==> src/rtl/lsu_mem_master.sv <==
// lsu_mem_master
// Load/store initiator for the data port (port B) of the word-wide memory.
// Byte/half/word requests from the memory stage become word-aligned memory
// transactions. Loads return the addressed lane with sign or zero extension.
// Sub-word stores use a read-modify-write sequence because the memory only
// writes full words.
//
// Ports:
//   clk, reset        clock; synchronous active-high reset
//   req_valid/ready   request handshake (ready only in IDLE, low in reset)
//   req_is_store      1 = store, 0 = load
//   req_size          00 byte, 01 half, 10 word, 11 illegal
//   req_unsigned      zero-extend loads when 1
//   req_addr          byte address
//   req_wdata         store data (low-order bytes used)
//   resp_valid        one-cycle completion pulse
//   resp_data         extended load data; 0 for stores and errors
//   resp_err          misaligned / illegal size / timeout
//   memOp, addrB, dinB            memory request (all registered)
//   doutB, bValid, NOTready       memory read data, data valid, stall
module lsu_mem_master #(
    parameter logic [1:0] MEM_DISABLE    = 2'b00,
    parameter logic [1:0] MEM_READ_SEXT  = 2'b01,
    parameter logic [1:0] MEM_READ_ZEXT  = 2'b10,
    parameter logic [1:0] MEM_WRITE      = 2'b11,
    parameter int         TIMEOUT_CYCLES = 16
) (
    input  logic        clk,
    input  logic        reset,
    input  logic        req_valid,
    output logic        req_ready,
    input  logic        req_is_store,
    input  logic [1:0]  req_size,
    input  logic        req_unsigned,
    input  logic [31:0] req_addr,
    input  logic [31:0] req_wdata,
    output logic        resp_valid,
    output logic [31:0] resp_data,
    output logic        resp_err,
    output logic [1:0]  memOp,
    output logic [31:0] addrB,
    output logic [31:0] dinB,
    input  logic [31:0] doutB,
    input  logic        bValid,
    input  logic        NOTready
);

    localparam int CNT_W = $clog2(TIMEOUT_CYCLES + 1);
    localparam logic [CNT_W-1:0] CNT_LAST = CNT_W'(TIMEOUT_CYCLES - 1);

    typedef enum logic [2:0] {IDLE, RD_REQ, RD_WAIT, WR_REQ, RESP} state_t;

    state_t           state;
    logic             reqIsStore;
    logic             reqUnsigned;
    logic [1:0]       reqSize;
    logic [1:0]       reqLane;
    logic [15:0]      reqWdata;
    logic [CNT_W-1:0] waitCnt;
    logic             badReq;

    // Lane extraction with sign or zero extension (little-endian lanes).
    function automatic logic [31:0] extractLoad(input logic [31:0] word,
                                                input logic [1:0]  lane,
                                                input logic [1:0]  size,
                                                input logic        isUns);
        logic [7:0]  b;
        logic [15:0] h;
        b = word[{lane, 3'b000} +: 8];
        h = lane[1] ? word[31:16] : word[15:0];
        case (size)
            2'b00:   return isUns ? {24'b0, b} : {{24{b[7]}}, b};
            2'b01:   return isUns ? {16'b0, h} : {{16{h[15]}}, h};
            default: return word;
        endcase
    endfunction

    // Replace the addressed byte/half lane of the read word; other lanes kept.
    function automatic logic [31:0] mergeStore(input logic [31:0] word,
                                               input logic [15:0] wdata,
                                               input logic [1:0]  lane,
                                               input logic [1:0]  size);
        logic [31:0] w;
        w = word;
        if (size == 2'b00)
            w[{lane, 3'b000} +: 8] = wdata[7:0];
        else
            w[{lane[1], 4'b0000} +: 16] = wdata;
        return w;
    endfunction

    assign req_ready = (state == IDLE) && !reset;

    assign badReq = (req_size == 2'b11) ||
                    (req_size == 2'b01 && req_addr[0]) ||
                    (req_size == 2'b10 && req_addr[1:0] != 2'b00);

    always_ff @(posedge clk) begin
        if (reset) begin
            state       <= IDLE;
            memOp       <= MEM_DISABLE;
            addrB       <= 32'h0;
            dinB        <= 32'h0;
            resp_valid  <= 1'b0;
            resp_data   <= 32'h0;
            resp_err    <= 1'b0;
            waitCnt     <= '0;
            reqIsStore  <= 1'b0;
            reqUnsigned <= 1'b0;
            reqSize     <= 2'b00;
            reqLane     <= 2'b00;
            reqWdata    <= 16'h0;
        end else begin
            case (state)
                IDLE: begin
                    if (req_valid) begin
                        reqIsStore  <= req_is_store;
                        reqUnsigned <= req_unsigned;
                        reqSize     <= req_size;
                        reqLane     <= req_addr[1:0];
                        reqWdata    <= req_wdata[15:0];
                        addrB       <= {req_addr[31:2], 2'b00};
                        resp_err    <= 1'b0;
                        resp_data   <= 32'h0;
                        if (badReq) begin
                            // Rejected without touching memory.
                            resp_err   <= 1'b1;
                            resp_valid <= 1'b1;
                            state      <= RESP;
                        end else if (req_is_store && req_size == 2'b10) begin
                            dinB  <= req_wdata;
                            memOp <= MEM_WRITE;
                            state <= WR_REQ;
                        end else begin
                            // RMW reads always use the signed read op.
                            memOp <= (!req_is_store && req_unsigned) ?
                                     MEM_READ_ZEXT : MEM_READ_SEXT;
                            state <= RD_REQ;
                        end
                    end
                end
                RD_REQ: begin
                    if (!NOTready) begin
                        waitCnt <= '0;
                        state   <= RD_WAIT;
                    end
                end
                RD_WAIT: begin
                    // Read op stays asserted here; the read is idempotent.
                    if (!NOTready) begin
                        if (bValid) begin
                            if (reqIsStore) begin
                                dinB  <= mergeStore(doutB, reqWdata, reqLane, reqSize);
                                memOp <= MEM_WRITE;
                                state <= WR_REQ;
                            end else begin
                                resp_data  <= extractLoad(doutB, reqLane, reqSize, reqUnsigned);
                                resp_valid <= 1'b1;
                                memOp      <= MEM_DISABLE;
                                state      <= RESP;
                            end
                        end else if (waitCnt == CNT_LAST) begin
                            resp_err   <= 1'b1;
                            resp_valid <= 1'b1;
                            memOp      <= MEM_DISABLE;
                            state      <= RESP;
                        end else begin
                            waitCnt <= waitCnt + 1'b1;
                        end
                    end
                end
                WR_REQ: begin
                    if (!NOTready) begin
                        resp_valid <= 1'b1;
                        memOp      <= MEM_DISABLE;
                        state      <= RESP;
                    end
                end
                RESP: begin
                    resp_valid <= 1'b0;
                    state      <= IDLE;
                end
                default: begin
                    memOp <= MEM_DISABLE;
                    state <= IDLE;
                end
            endcase
        end
    end

endmodule

==> config.mk <==
export PLATFORM = sky130hd
export DESIGN_NAME = lsu_mem_master
export DESIGN_NICKNAME = d
export VERILOG_FILES = /design/src/rtl/lsu_mem_master.sv
export SDC_FILE = /design/constraint.sdc
export NUM_CORES = 1
export LEC_CHECK = 0
export ABC_AREA = 1
export BUFFER_PORTS_ARGS = -buffer_cell sky130_fd_sc_hd__buf_2
export CAP_MARGIN = 20
export CELL_PAD_IN_SITES_DETAIL_PLACEMENT = 1
export CELL_PAD_IN_SITES_GLOBAL_PLACEMENT = 1
export CORE_MARGIN = 2
export CORE_UTILIZATION = 33
export CTS_BUF_LIST = sky130_fd_sc_hd__clkbuf_4
export DETAILED_ROUTE_END_ITERATION = 10
export HOLD_SLACK_MARGIN = 0.08
export PLACE_DENSITY_LB_ADDON = 0.1
export SLEW_MARGIN = 20
export SYNTH_ARGS = -nofsm -noshare
export SYNTH_HDL_FRONTEND = slang
export SYNTH_SLANG_ARGS = --single-unit
==> constraint.sdc <==
create_clock -name clk -period 2 [get_ports clk]
set_clock_uncertainty 0.2 [all_clocks]
set_input_delay 0.1 -clock clk [delete_from_list [all_inputs] [get_ports clk]]
set_output_delay 0.1 -clock clk [all_outputs]
set_load 0.02 [all_outputs]
== Word level (Yosys, flattened, before mapping) ==
Index checks and enable logic that the tools add are counted.

* Shifts and indexed selects: 5
* Bitwise gates (word level): 1
* $add $sub $neg: 3
* Muxes and demuxes: 57
* Reductions and logical operators: 24
* Eq/ne operators: 24

{| class="wikitable"
|+ Operators with widths
! operator !! count
|-
| $mux W32 || 13
|-
| $pmux W32 S2 || 3
|-
| $bwmux W32 || 2
|-
| $shift A16 B7 Y32 const A || 1
|-
| $shift A8 B7 Y32 const A || 1
|-
| $shiftx A16 B7 Y32 || 1
|-
| $shiftx A32 B6 Y8 || 1
|-
| $shiftx A8 B7 Y32 || 1
|-
| $mux W3 || 8
|-
| $ne A2 B2 Y1 const B || 12
|-
| $mux W2 || 10
|-
| $mux W5 || 4
|-
| $reduce_and A5 Y1 || 4
|-
| $mux W16 || 1
|-
| $neg A5 Y7 || 2
|-
| $reduce_and A7 Y1 || 2
|-
| $pmux W3 S4 || 1
|-
| $mux W1 || 11
|-
| $pmux W5 S2 || 1
|-
| $pmux W2 S4 || 1
|-
| $eq A3 B2 Y1 const B || 2
|-
| $ne A3 B3 Y1 const B || 2
|-
| $reduce_and A6 Y1 || 1
|-
| $reduce_bool A2 Y1 || 3
|-
| other kinds (18) || 26
|}

* Register bits after elaboration: 128

== Logic depth before layout (Yosys ltp) ==
Gate-level depths: netlist (run 1).

* Word-level depth: 8
* Mapped depth: 12

== Worst setup path before layout (run 1) ==
Ideal clock, no wire load.

* Path kind: register -> register
* Start: register reqLane[1]
* End: register dinB[10]
* Arrival: 1862 ps
* Path slack: -126 ps
* Cell stages (with the launch flop): 12
* Clock period less this slack: 2126 ps
* Setup time: 64 ps
* Data required time: 1736 ps
* Path through: dfxtp_1 -> inv_2 -> clkbuf_1 -> ha_1 -> inv_1 -> clkbuf_1 -> nand3_1 -> o21ai_0 -> nand3_1 -> nand2_1 -> nor2_1 -> nor2_1

* Word-level cells in the longest chain between the ends: 8

{| class="wikitable"
|+ Ends and longest elaborated chain
! what !! RTL line !! text
|-
| from (decl) || 57 || <nowiki>logic [1:0] reqLane;</nowiki>
|-
| from (signal assigned) || 120 || <nowiki>reqLane <= req_addr[1:0];</nowiki>
|-
| $neg A5 Y7 (on tied branches) || 88, 86 ||
|-
| $shiftx A16 B7 Y32 (tied with other cells) || 88 || <nowiki>w[{lane[1], 4'b0000} +: 16] = wdata;</nowiki>
|-
| $bwmux W32 (on tied branches) || 88, 86 ||
|-
| $mux W32 (*) || 85 || <nowiki>if (size == 2'b00)</nowiki>
|-
| $mux W32 (*) || 152 || <nowiki>if (reqIsStore) begin</nowiki>
|-
| $mux W32 (*) || 151 || <nowiki>if (bValid) begin</nowiki>
|-
| $mux W32 (*) || 150 || <nowiki>if (!NOTready) begin</nowiki>
|-
| $pmux W32 S2 (*) || 114 || <nowiki>case (state)</nowiki>
|-
| to (signal assigned) || 131 || <nowiki>dinB <= req_wdata;</nowiki>
|-
| to (signal assigned) || 153 || <nowiki>dinB <= mergeStore(doutB, reqWdata, reqLane, reqSize);</nowiki>
|-
| to (decl) || 42 || <nowiki>output logic [31:0] dinB,</nowiki>
|}

Mark *: on every way between the ends. The rest lies on a longest branch, timed or not. The select of a mux whose other input is x is not followed.
A chain may end at the register's enable or synchronous reset.

== Worst setup path in the final report (run 1) ==
* Start: register waitCnt[0]
* End: register waitCnt[0]

* Word-level cells in the longest chain between the ends: 5

{| class="wikitable"
|+ Ends and longest elaborated chain
! what !! RTL line !! text
|-
| from (decl) || 59 || <nowiki>logic [CNT_W-1:0] waitCnt;</nowiki>
|-
| from (signal assigned) || 168 || <nowiki>waitCnt <= waitCnt + 1'b1;</nowiki>
|-
| $add A5 B1 Y5 || 168 ||
|-
| $mux W5 || 162 || <nowiki>end else if (waitCnt == CNT_LAST) begin</nowiki>
|-
| $mux W5 || 151 ||
|-
| $mux W5 || 150 ||
|-
| $pmux W5 S2 || 114 ||
|}

Parallel ways exist; a longest one is shown, timed or not. The select of a mux whose other input is x is not followed.

==> impl_results.md, run 1 <==
* Status: finished, final reports clean
* DR pass1 iterations at 5
* Max_cap viols at 0
* Crit-path cells: ha_1 > nand2_1 > nor2_2 > ha_2 > o21ai_1 > nand3_1 > or2_1 > a21oi_1
* Clk sink count at 128
* Root buf cell: clkbuf_4
* Flop pwr share at 0.366
* Int Pwr at 0.00473 W
* Vias in the first global route at 8635
* Die ar. at 23100 um2
* Reg clk slew, reported paths at 0.14 ns
* CP Max Fanout at 5
* Post-layout util at 0.463
* CP Capture Type: flop
* Startpoint Class: flop
* Routability cong. at 0.923
* Main combinational cell family by area after synthesis: simple AND/OR/NAND/NOR gates
* Switching Share at 0.449
* Synth Area in Simple Gates at 0.338
* Mapped cell area at 7230 um2
* Pin count of the biggest net entering global routing at 73
* Die height at 152 um
* Vias per inst at 4.94
* Core Box Area at 21700 um2
* CTS tree: built
* Net Sw Power at 0.00385 W
* Htree depth at 4
* Port bufs at 203
* Min Tclk post-route at 1.89 ns
* Post-Synth XOR/XNOR Area at 0.00121
* Max stage delay on crit path at 0.36 ns
* Final Instance Area at 10000 um2
* Hold Path Class: primary input to flop
* Fmax at 0.529 GHz
* DP HPWL at 20.4 mm
* DRC errors left at 0
* Clock buffer depth at 2
* Multi-input logic area at 3970 um2
* Slowest cell on the critical path: dfxtp_2
* Setup_tns at 0 ns
* IO Pins at 206
* Reg2Reg Launch Point: waitCnt[0]
* PwrDens at 854 nW/um2
* Max-slew violations at 0
* Vias at 8695
* Worst Tran Pin Value at 0.607 ns
* Nets@finish at 1576
* Std cell rows at 54
* Maximum vdd drop at 0.366 mV
* Commonest cells after routing, fill and taps aside: nand2_1 (347), buf_2 (203), a21oi_1 (138)
* Initial antenna violation count at 2
* FF-to-FF End: waitCnt[0]
* Period utilisation layout at 0.945
* CTS Buf Count at 17
* FF-to-FF path depth at 8
* GR Overflow Total at 0
* Compound-Gate Fraction of Synth Area at 0.193
* # placed instances at 1612
* Slew headroom at 0.596
* First-pass GRT wire length at 47.0 mm
* Final setup fails at 0
* Worst-Skew Late Latency at 0.59 ns
* Leakage at 4.83 nW
* Worst hold slack at 0.104 ns
* Mux contribution to synthesized area at 0
* Synth-to-Final Area Change at 38.8%
* Commonest non-fill, non-tap cell in the layout: nand2_1
* 1st-iter DRT viols at 408
* Syn Area/Cell at 6.19 um2
* Synthesized flop and latch total at 128
* Worst Hold End: addrB[3]
* Power share of the combinational group at 0.428
* Hold_sp: req_addr[3]
* Cell family with most CP delay: simple AND/OR/NAND/NOR gates
* Register area at 2570 um2
* GR Util All Layers at 0.250
* Placed inst area at 8630 um2
* DRT antenna net count at 0
* Register area share after synthesis at 0.354
* Die width at 152 um
* R2r setup slk at 0.11 ns
* Gate Count Post-Synth at 1169
* Synth Area in Adders at 0.0121
* Avg WL per Cell at 16.7 um
* Crit path arrival time at 2.22 ns
* Yosys cell types at 32
* Clk pwr share at 0.206
* RSZ-0062 raised after global routing: yes
* Kind of critical path: flop to flop
* Share of layout cells above drive strength 1 at 0.208
* Final wirelength at 29.4 mm
* Req. time, crit path at 2.33 ns
* Fillers at 2908
* Hold-critical path depth at 4
* Yosys warns at 0
* Buf+Inv Stages, Crit Path at 0
* Final hold vios at 0
* Post-route insts no fill at 1759
* Initial Util at 0.334
-- flip-flops by register name, indices dropped and copies added, names as in the netlist --
signal,flops
dinB,32
resp_data,32
addrB,30
reqWdata,16
waitCnt,5
state,3
memOp,2
reqLane,2
reqSize,2
reqIsStore,1
reqUnsigned,1
resp_err,1
resp_valid,1
-- through the flow --
| stage | worst slack (ns) | power, W |
|---|---|---|
| finish | 0.109 | 0.00858 |
| global route | -0.0231 | 0.00922 |
| CTS | 0.0176 | 0.00859 |
| detailed placement | -0.0781 | 0.00664 |
| floorplan | 0.00343 | 0.00546 |
| global placement | -0.0899 | 0.00659 |
-- what timing repair did --
item / 4_1_cts / 5_1_grt
buffers inserted: 1 / 1
pin swaps: 1 / 0
cloned: 0 / 0
resized for setup: 0 / 16
setup endpoints to repair: 4 / 24
hold buffers: 109 / 2
hold endpoints to repair: 128 / 2
-- cell usage after synthesis --
cell,number,area (um2)
nand2_1,349,1310
a21oi_1,138,691
dfxtp_1,128,2560
nor2_1,124,465
nand3_1,94,470
inv_1,93,349
o21ai_0,93,465
clkbuf_1,39,146
o211ai_1,31,233
buf_2,23,115
buf_4,7,52.6
ha_1,7,87.6
buf_1,6,22.5
inv_2,6,22.5
nand2_2,6,37.5
nand4_1,4,25.0
clkinv_1,2,7.51
nand2_4,2,22.5
nor2_2,2,12.5
nor2_4,2,22.5
nor3_1,2,10.0
buf_6,1,11.3
conb_1,1,3.75
inv_4,1,6.26
nand3_2,1,10.0
nand3_4,1,17.5
nand3b_1,1,7.51
nand4_4,1,21.3
o21ai_1,1,5.00
or2_1,1,6.26
or2_2,1,6.26
xor2_1,1,8.76
-- power groups by stage --
stage | Clock (W) | Combinational, W | Sequential (W)
after floorplan | 0 | 0.00204 | 0.00342
after global placement | 0 | 0.00341 | 0.00318
after detailed placement | 0 | 0.00345 | 0.00319
after CTS | 0.00182 | 0.00364 | 0.00313
after global routing | 0.00195 | 0.00409 | 0.00318
final | 0.00176 | 0.00367 | 0.00314
-- area by class of cell --
class,count,share of cell area
Multi-Input combinational cell,864,0.395
Antenna cell,2,0.000499
Clock inverter,15,0.0128
Timing Repair Buffer,351,0.250
Sequential cell,128,0.256
Inverter,102,0.0384
Tap cell,280,0.0349
Clock buffer,17,0.0127
-- logic make-up (layout without fill, tap and decap cells) --
family | count (synthesis) | in the layout
compound gates | 263 | 263
xor+xnor | 1 | 1
fa+ha+maj | 7 | 7
buf+inv | 178 | 485
flops | 128 | 128
other cells | 1 | 4
simple gates | 591 | 591
-- per-layer routing --
layer,up-vias,wire (um),GRT usage
met5,-,0,0
met4,0,587,0.0712
met3,40,1270,0.0505
met2,217,14200,0.424
met1,4073,13300,0.322
li1,4365,-,-
-- worst max path at each step --
stage / cells after the start / to / startpoint / slack (ns)
finish: 8 / waitCnt[0] / waitCnt[0] / 0.11
global route: 8 / waitCnt[0] / waitCnt[0] / -0.02
CTS: 10 / waitCnt[1] / waitCnt[0] / 0.02
detailed placement: 9 / dinB[23] / reqLane[0] / -0.08
global placement: 9 / dinB[23] / reqLane[0] / -0.09
floorplan: 10 / dinB[24] / reqLane[1] / 0.003
-- worst register-to-register path, cell delays in order, from the launching register on --
cell	delay [ns]
dfxtp_2	0.36
ha_1	0.21
nand2_1	0.11
nor2_2	0.05
ha_2	0.18
o21ai_1	0.17
nand3_1	0.18
or2_1	0.26
a21oi_1	0.11
Note: power is estimated with default switching activity, not from simulation.
==> run 2: changes to the inputs <==
--- a/config.mk
+++ b/config.mk
@@ -11,11 +11,13 @@
 export CELL_PAD_IN_SITES_DETAIL_PLACEMENT = 1
 export CELL_PAD_IN_SITES_GLOBAL_PLACEMENT = 1
 export CORE_MARGIN = 2
-export CORE_UTILIZATION = 33
+export CORE_UTILIZATION = 37
 export CTS_BUF_LIST = sky130_fd_sc_hd__clkbuf_4
 export DETAILED_ROUTE_END_ITERATION = 10
+export GPL_TIMING_DRIVEN = 0
 export HOLD_SLACK_MARGIN = 0.08
 export PLACE_DENSITY_LB_ADDON = 0.1
+export SETUP_SLACK_MARGIN = 0.02
 export SLEW_MARGIN = 20
 export SYNTH_ARGS = -nofsm -noshare
 export SYNTH_HDL_FRONTEND = slang
==> constraint.sdc (replaced) <==
create_clock -name clk -period 1.9 [get_ports clk]
set_clock_uncertainty 0.2 [all_clocks]
set_input_delay 0.095 -clock clk [delete_from_list [all_inputs] [get_ports clk]]
set_output_delay 0.095 -clock clk [all_outputs]
set_load 0.02 [all_outputs]
==> impl_results.md, run 2 (synthesized netlist as in run 1, its figures left out) <==
* Hold-critical path depth at 4 (unchanged)
* Nets@finish at 1663 (+5.5%)
* CTS Buf Count at 17 (unchanged)
* Top Registers: dinB (32), resp_data (32), addrB (30)
* Reg2Reg Launch Point: reqLane[1]
* Root buf cell: clkbuf_4
* Final hold vios at 0 (unchanged)
* FF-to-FF End: dinB[12]
* Htree depth at 4 (unchanged)
* Commonest cells after routing, fill and taps aside: nand2_1 (333), buf_2 (207), a21oi_1 (128)
* Setup WS pre-CTS at -0.449 ns (-0.371 ns)
* R2r setup slk at -0.007 ns (-0.12 ns)
* Kind of critical path: flop to flop
* CP Max Fanout at 8 (+3)
* Hold Path Class: primary input to flop
* Hold_sp: req_addr[20]
* Slew headroom at 0.456 (-0.139)
* DRT antenna net count at 0 (unchanged)
* Startpoint Class: flop
* Maximum vdd drop at 0.507 mV (+38%)
* Worst Tran Pin Value at 0.815 ns (+0.209 ns)
* Initial antenna violation count at 1 (-1)
* Pin count of the biggest net entering global routing at 17 (-77%)
* Clk sink count at 128 (unchanged)
* First-pass GRT wire length at 51.1 mm (+8.7%)
* CTS tree: built
* Post-route insts no fill at 1830 (+4.0%)
* DP HPWL at 22.5 mm (+10%)
* Crit path arrival time at 2.22 ns (about the same)
* Final setup fails at 3 (+3)
* FF-to-FF path depth at 11 (+3)
* Std cell rows at 51 (-5.6%)
* Status: complete, but fails checks
* 1st-iter DRT viols at 548 (+34%)
* Core Box Area at 19300 um2 (-11%)
* Violated checks: negative setup slack
* Post-layout util at 0.578 (+0.115)
* Commonest non-fill, non-tap cell in the layout: nand2_1
* GR Util All Layers at 0.324 (+0.0744)
* Die ar. at 20700 um2 (-11%)
* Worst Hold End: addrB[20]
* Die height at 144 um (-5.4%)
* GR Overflow Total at 0 (unchanged)
* Routability cong. at 0.954 (+3.4%)
* Synth-to-Final Area Change at 54.4%
* Fillers at 2562 (-12%)
* Min Tclk post-route at 1.91 ns (+0.0162 ns)
* Vias at 9620 (+11%)
* Final worst slack at -0.00707 ns (-0.116 ns)
* Clock buffer depth at 2 (unchanged)
* Die width at 144 um (-5.4%)
* Initial Util at 0.374 (+0.0406)
* Final wirelength at 35.7 mm (+22%)
* Vias in the first global route at 9407 (+8.9%)
* Reg clk slew, reported paths at 0.13 ns (about the same)
* Port bufs at 202 (-0.49%)
* # placed instances at 1637 (+1.6%)
* CP Capture Type: flop
* DRC errors left at 0 (unchanged)
* Req. time, crit path at 2.21 ns (-0.12 ns)
* Leakage at 5.28 nW (+9.2%)
* Vias per inst at 5.26 (+6.3%)
* Avg WL per Cell at 19.5 um (+17%)
* Period utilisation layout at 1.00 (+0.0583)
* Max_cap viols at 0 (unchanged)
* Fmax at 0.524 GHz (-0.85%)
* DR pass1 iterations at 5 (unchanged)
* Worst-Skew Late Latency at 0.57 ns (-0.02 ns)
* IO Pins at 206 (unchanged)
* RSZ-0062 raised after global routing: yes
* PwrDens at 917 nW/um2 (+7.3%)
* Max-slew violations at 0 (unchanged)
* Share of layout cells above drive strength 1 at 0.297 (+0.0888)
## run 2: cell types whose count changed in the layout (fill, tap and decap cells not counted), moves of 9 or more
cell	previous run	this run
o21ai_0	89	63
o21ai_2	0	22
buf_4	28	49
clkbuf_1	0	19
buf_6	1	15
nand2_1	347	333
nand3_1	93	79
nor2_1	121	108
clkbuf_2	0	12
clkbuf_4	17	28
a21oi_1	138	128
a21oi_2	0	10
nand3_2	2	11
nor2_2	4	13
## run 2: per-stage QoR
step	area (um2)	hold slack [ns]	power, W	TNS (ns)
after floorplan	7260	0.0594	0.00577	0
after global placement	8610	0.169	0.00692	-14.12
after detailed placement	8610	0.175	0.00698	-15.82
after CTS	10400	0.0921	0.00939	-0.00336
after global routing	11200	0.124	0.0108	-1.29
final	11200	0.125	0.0102	-0.0126
## run 2: critical path: stages (launching register included)
cell	delay, ns
dfxtp_4	0.40
inv_6	0.05
clkbuf_16	0.15
ha_4	0.17
inv_4	0.06
buf_8	0.13
nand3_4	0.16
o21ai_2	0.15
nand3_1	0.10
nand2_2	0.14
nor2_2	0.05
nor2_1	0.11
## run 2: worst max-delay path by stage
stage,from,to,slack [ns]
global placement,reqLane[1],dinB[16],-0.43
finish,reqLane[1],dinB[12],-0.007
global route,state[1],state[1],-0.12
floorplan,reqLane[0],dinB[29],0.04
CTS,reqLane[1],dinB[20],-0.003
detailed placement,reqLane[1],dinB[17],-0.45
## run 2: layout make-up
type,instances,area (um2),share of cell area
diodes,1,2.50,0.000224
plain buffers,73,554,0.0496
clock buffers,19,143,0.0128
clock inverters,13,115,0.0103
inverters,102,430,0.0385
multi-input cells,865,4390,0.393
flip-flops and latches,128,2580,0.231
well taps,265,332,0.0297
repair buffers,364,2620,0.235
## run 2: report_power, final
part           switching [W]  leakage, nW  internal, W  total, W
combinational        0.00309         4.10      0.00195   0.00504
clock                0.00120        0.126     0.000673   0.00187
sequential          0.000276         1.05      0.00306   0.00333
total                0.00456         5.28      0.00568    0.0102
## run 2: what timing repair did
action / CTS / global route
gates cloned: 4 / 3
setup endpoints to repair: 118 / 113
pin swaps: 13 / 65
gates resized for setup: 96 / 170
endpoints found under the hold margin: 128 / 0
hold buffers: 107 / 0
buffers inserted: 14 / 35
## run 2: per-layer routing
layer | global-route usage | vias to the layer above | wire, um
li1 | - | 4552 | -
met2 | 0.554 | 382 | 17700
met4 | 0.144 | 0 | 1210
met3 | 0.0603 | 70 | 2160
met5 | 0 | - | 0
met1 | 0.397 | 4616 | 14600
==> run 3: changes to the inputs <==
--- a/config.mk
+++ b/config.mk
@@ -5,17 +5,16 @@
 export SDC_FILE = /design/constraint.sdc
 export NUM_CORES = 1
 export LEC_CHECK = 0
-export ABC_AREA = 1
 export BUFFER_PORTS_ARGS = -buffer_cell sky130_fd_sc_hd__buf_2
 export CAP_MARGIN = 20
 export CELL_PAD_IN_SITES_DETAIL_PLACEMENT = 1
 export CELL_PAD_IN_SITES_GLOBAL_PLACEMENT = 1
-export CORE_MARGIN = 2
-export CORE_UTILIZATION = 37
+export CORE_MARGIN = 4
+export CORE_UTILIZATION = 39
 export CTS_BUF_LIST = sky130_fd_sc_hd__clkbuf_4
 export DETAILED_ROUTE_END_ITERATION = 10
 export GPL_TIMING_DRIVEN = 0
-export HOLD_SLACK_MARGIN = 0.08
+export HOLD_SLACK_MARGIN = 0.12
 export PLACE_DENSITY_LB_ADDON = 0.1
 export SETUP_SLACK_MARGIN = 0.02
 export SLEW_MARGIN = 20
==> impl_results.md, run 3 <==
* Status: complete, but fails checks
* Violated checks: negative setup slack
* Top Registers: dinB (32), resp_data (32), addrB (30)
* Final hold vios at 0 (unchanged)
* DRT antenna net count at 0 (unchanged)
* Share of layout cells above drive strength 1 at 0.367 (+0.0708)
* Period utilisation layout at 1.16 (+0.159)
* Startpoint Class: flop
* Synthesized flop and latch total at 128 (unchanged)
* Mux contribution to synthesized area at 0.0675 (+0.0675)
* Die ar. at 20600 um2 (-0.26%)
* FFs w/ async S/R, synth at 0 (unchanged)
* Nets@finish at 1427 (-14%)
* Synth Area in Simple Gates at 0.204 (-0.134)
* Clk sink count at 128 (unchanged)
* Post-layout util at 0.656 (+0.0777)
* Crit path arrival time at 2.51 ns (+0.29 ns)
* Commonest non-fill, non-tap cell in the layout: buf_2
* Maximum vdd drop at 0.470 mV (-7.3%)
* Pin count of the biggest net entering global routing at 17 (unchanged)
* Worst Hold End: reqWdata[3]
* Syn Area/Cell at 8.09 um2 (+31%)
* DR pass1 iterations at 7 (+2)
* Yosys cell types at 66 (+110%)
* Commonest cells after routing, fill and taps aside: buf_2 (209), dlygate4sd3_1 (155), nand2_1 (144)
* 1st-iter DRT viols at 682 (+24%)
* Routing usage on met1 at 0.390 (-0.00685)
* Die width at 144 um (-0.13%)
* Min Tclk post-route at 2.21 ns (+0.302 ns)
* Slew headroom at 0.533 (+0.0762)
* Hold-critical path depth at 4 (unchanged)
* Synth Area in Adders at 0.0122 (+0.0000992)
* Die height at 144 um (-0.13%)
* PwrDens at 788 nW/um2 (-14%)
* FF-to-FF path depth at 9 (-2)
* Reg clk slew, reported paths at 0.14 ns (about the same)
* Yosys warns at 0 (unchanged)
* Placed inst area at 8620 um2 (+0.20%)
* Leakage at 4.85 nW (-8.1%)
* Worst-Skew Late Latency at 0.60 ns (+0.03 ns)
* Port bufs at 203 (+0.50%)
* Max-slew violations at 0 (unchanged)
* Reg2Reg Launch Point: reqLane[1]
* Initial Util at 0.398 (+0.0239)
* Mapped cell area at 7180 um2 (-0.81%)
* R2r setup slk at -0.31 ns (-0.30 ns)
* CTS Buf Count at 17 (unchanged)
* Max_cap viols at 0 (unchanged)
* Compound-Gate Fraction of Synth Area at 0.285 (+0.0919)
* GR Overflow Total at 0 (unchanged)
* Std cell rows at 49 (-3.9%)
* Final wirelength at 39.6 mm (+11%)
* DP HPWL at 21.6 mm (-4.0%)
* Worst Tran Pin Value at 0.701 ns (-0.114 ns)
* Top-count cell post-synth: nand2_1
* Avg WL per Cell at 25.4 um (+30%)
* Layer with the highest usage: met2
* GRT met2 Usage at 0.598 (+0.0444)
* Main flop type after synthesis: dfxtp_1
* Routability cong. at 0.949 (-0.48%)
* Vias per inst at 6.01 (+14%)
* RSZ-0062 raised after global routing: yes
* Vias at 9374 (-2.6%)
* CTS tree: built
* Core Box Area at 18000 um2 (-6.8%)
* Number of flops mapped to enable cells by yosys at 0 (unchanged)
* M3 GR Usage at 0.0729 (+0.0126)
* Final setup fails at 80 (+77)
* Leading post-synthesis cells by cell area: dfxtp_1 (36%), a21oi_1 (7.8%), nand2_1 (7.6%)
* Register area share after synthesis at 0.357 (+0.00290)
* FF-to-FF End: dinB[1]
* Most frequent cells after synthesis: nand2_1 (145), dfxtp_1 (128), a21oi_1 (112), nor2b_1 (50), mux2i_1 (45)
* Post-Synth XOR/XNOR Area at 0.00366 (+0.00245)
* Synth-to-Final Area Change at 64.7%
* Fmax at 0.453 GHz (-14%)
* Final worst slack at -0.309 ns (-0.302 ns)
* Initial antenna violation count at 4 (+3)
* Area leader, netlist: dfxtp_1
* CP Capture Type: flop
* GR Util All Layers at 0.340 (+0.0160)
* Main combinational cell family by area after synthesis: compound AO/OA/AOI/OAI gates
* CP Launch Point: reqLane[1]
* Hold_sp: req_wdata[3]
* Gate Count Post-Synth at 887 (-24%)
* Clock buffer depth at 2 (unchanged)
* Htree depth at 4 (unchanged)
* Fillers at 2099 (-18%)
* Vias in the first global route at 9664 (+2.7%)
* Synth top area share at 0.357 (+0.00290)
* Final Instance Area at 11800 um2 (+5.8%)
* Hold Path Class: primary input to flop
* Root buf cell: clkbuf_4
* Req. time, crit path at 2.20 ns (about the same)
* IO Pins at 206 (unchanged)
* Kind of critical path: flop to flop
* DRC errors left at 0 (unchanged)
* CP Max Fanout at 8 (unchanged)
* First-pass GRT wire length at 54.5 mm (+6.7%)
-- run 3: area by class of cell --
type / count / area [um2] / share of cell area
multi-input combinational: 644 / 4780 / 0.404
timing repair buffer: 413 / 3140 / 0.266
antenna: 4 / 10.0 / 0.000847
inverter: 40 / 160 / 0.0136
sequential: 128 / 2590 / 0.219
tap: 229 / 287 / 0.0242
clock buffer: 17 / 128 / 0.0108
clock inverter: 15 / 183 / 0.0155
buffer: 71 / 541 / 0.0457
-- run 3: how the worst max path moves through the flow --
stage | endpoint | cells past startpoint
floorplan | dinB[5] | 9
global placement | dinB[22] | 6
detailed placement | dinB[13] | 6
CTS | dinB[18] | 10
global route | dinB[0] | 9
finish | dinB[1] | 9
-- run 3: logic make-up after synthesis --
| family | Yosys count |
|---|---|
| and+or+nand+nor | 295 |
| AOI/OAI and AO/OA | 289 |
| DFF | 128 |
| buffers and inverters | 117 |
| muxes | 47 |
| adders and majority gates | 7 |
| xor gates and xnor gates | 3 |
| other | 1 |
-- run 3: timing repair --
| item | 4_1_cts | 5_1_grt |
|---|---|---|
| setup buffers | 35 | 16 |
| setup endpoints to repair | 124 | 126 |
| gates resized for setup | 137 | 122 |
| hold buffers | 155 | 0 |
| gates cloned | 3 | 3 |
| hold endpoints to repair | 128 | 0 |
| pin swaps | 45 | 49 |
-- run 3: report_power, final --
group	total, W	internal, W	leakage [nW]	switching (W)
clock	0.00228	0.000931	0.163	0.00135
combinational	0.00386	0.00163	3.64	0.00223
sequential	0.00316	0.00290	1.05	0.000259
total	0.00931	0.00546	4.85	0.00385
-- run 3: worst max-delay path, stage by stage, from the launching register on --
cell and delay, ns:
dfxtp_4 0.38, buf_6 0.12, buf_8 0.12, inv_8 0.07, ha_4 0.22, nor4bb_4 0.27, buf_6 0.18, a221oi_2 0.07
a211o_1 0.27, a31oi_1 0.22
-- run 3: metrics by stage --
step | hold WS, ns | TNS [ns] | setup slack (ns) | instances | power [W]
2_1_floorplan | 0.0206 | -1.46 | -0.0902 | 888 | 0.00485
3_3_place_gp | 0.137 | -34.49 | -0.584 | 1320 | 0.00571
3_5_place_dp | 0.143 | -36.39 | -0.592 | 1320 | 0.00576
4_1_cts | 0.121 | -9.19 | -0.258 | 1541 | 0.00858
5_1_grt | 0.105 | -17.54 | -0.357 | 1561 | 0.00963
6_report | 0.130 | -13.44 | -0.309 | 1561 | 0.00931
-- run 3: layer usage --
layer  wire length [um]  part of all wire
met4               2210             0.056
met1              14700              0.37
met5                  0                 0
met3               2950             0.075
met2              19700              0.50
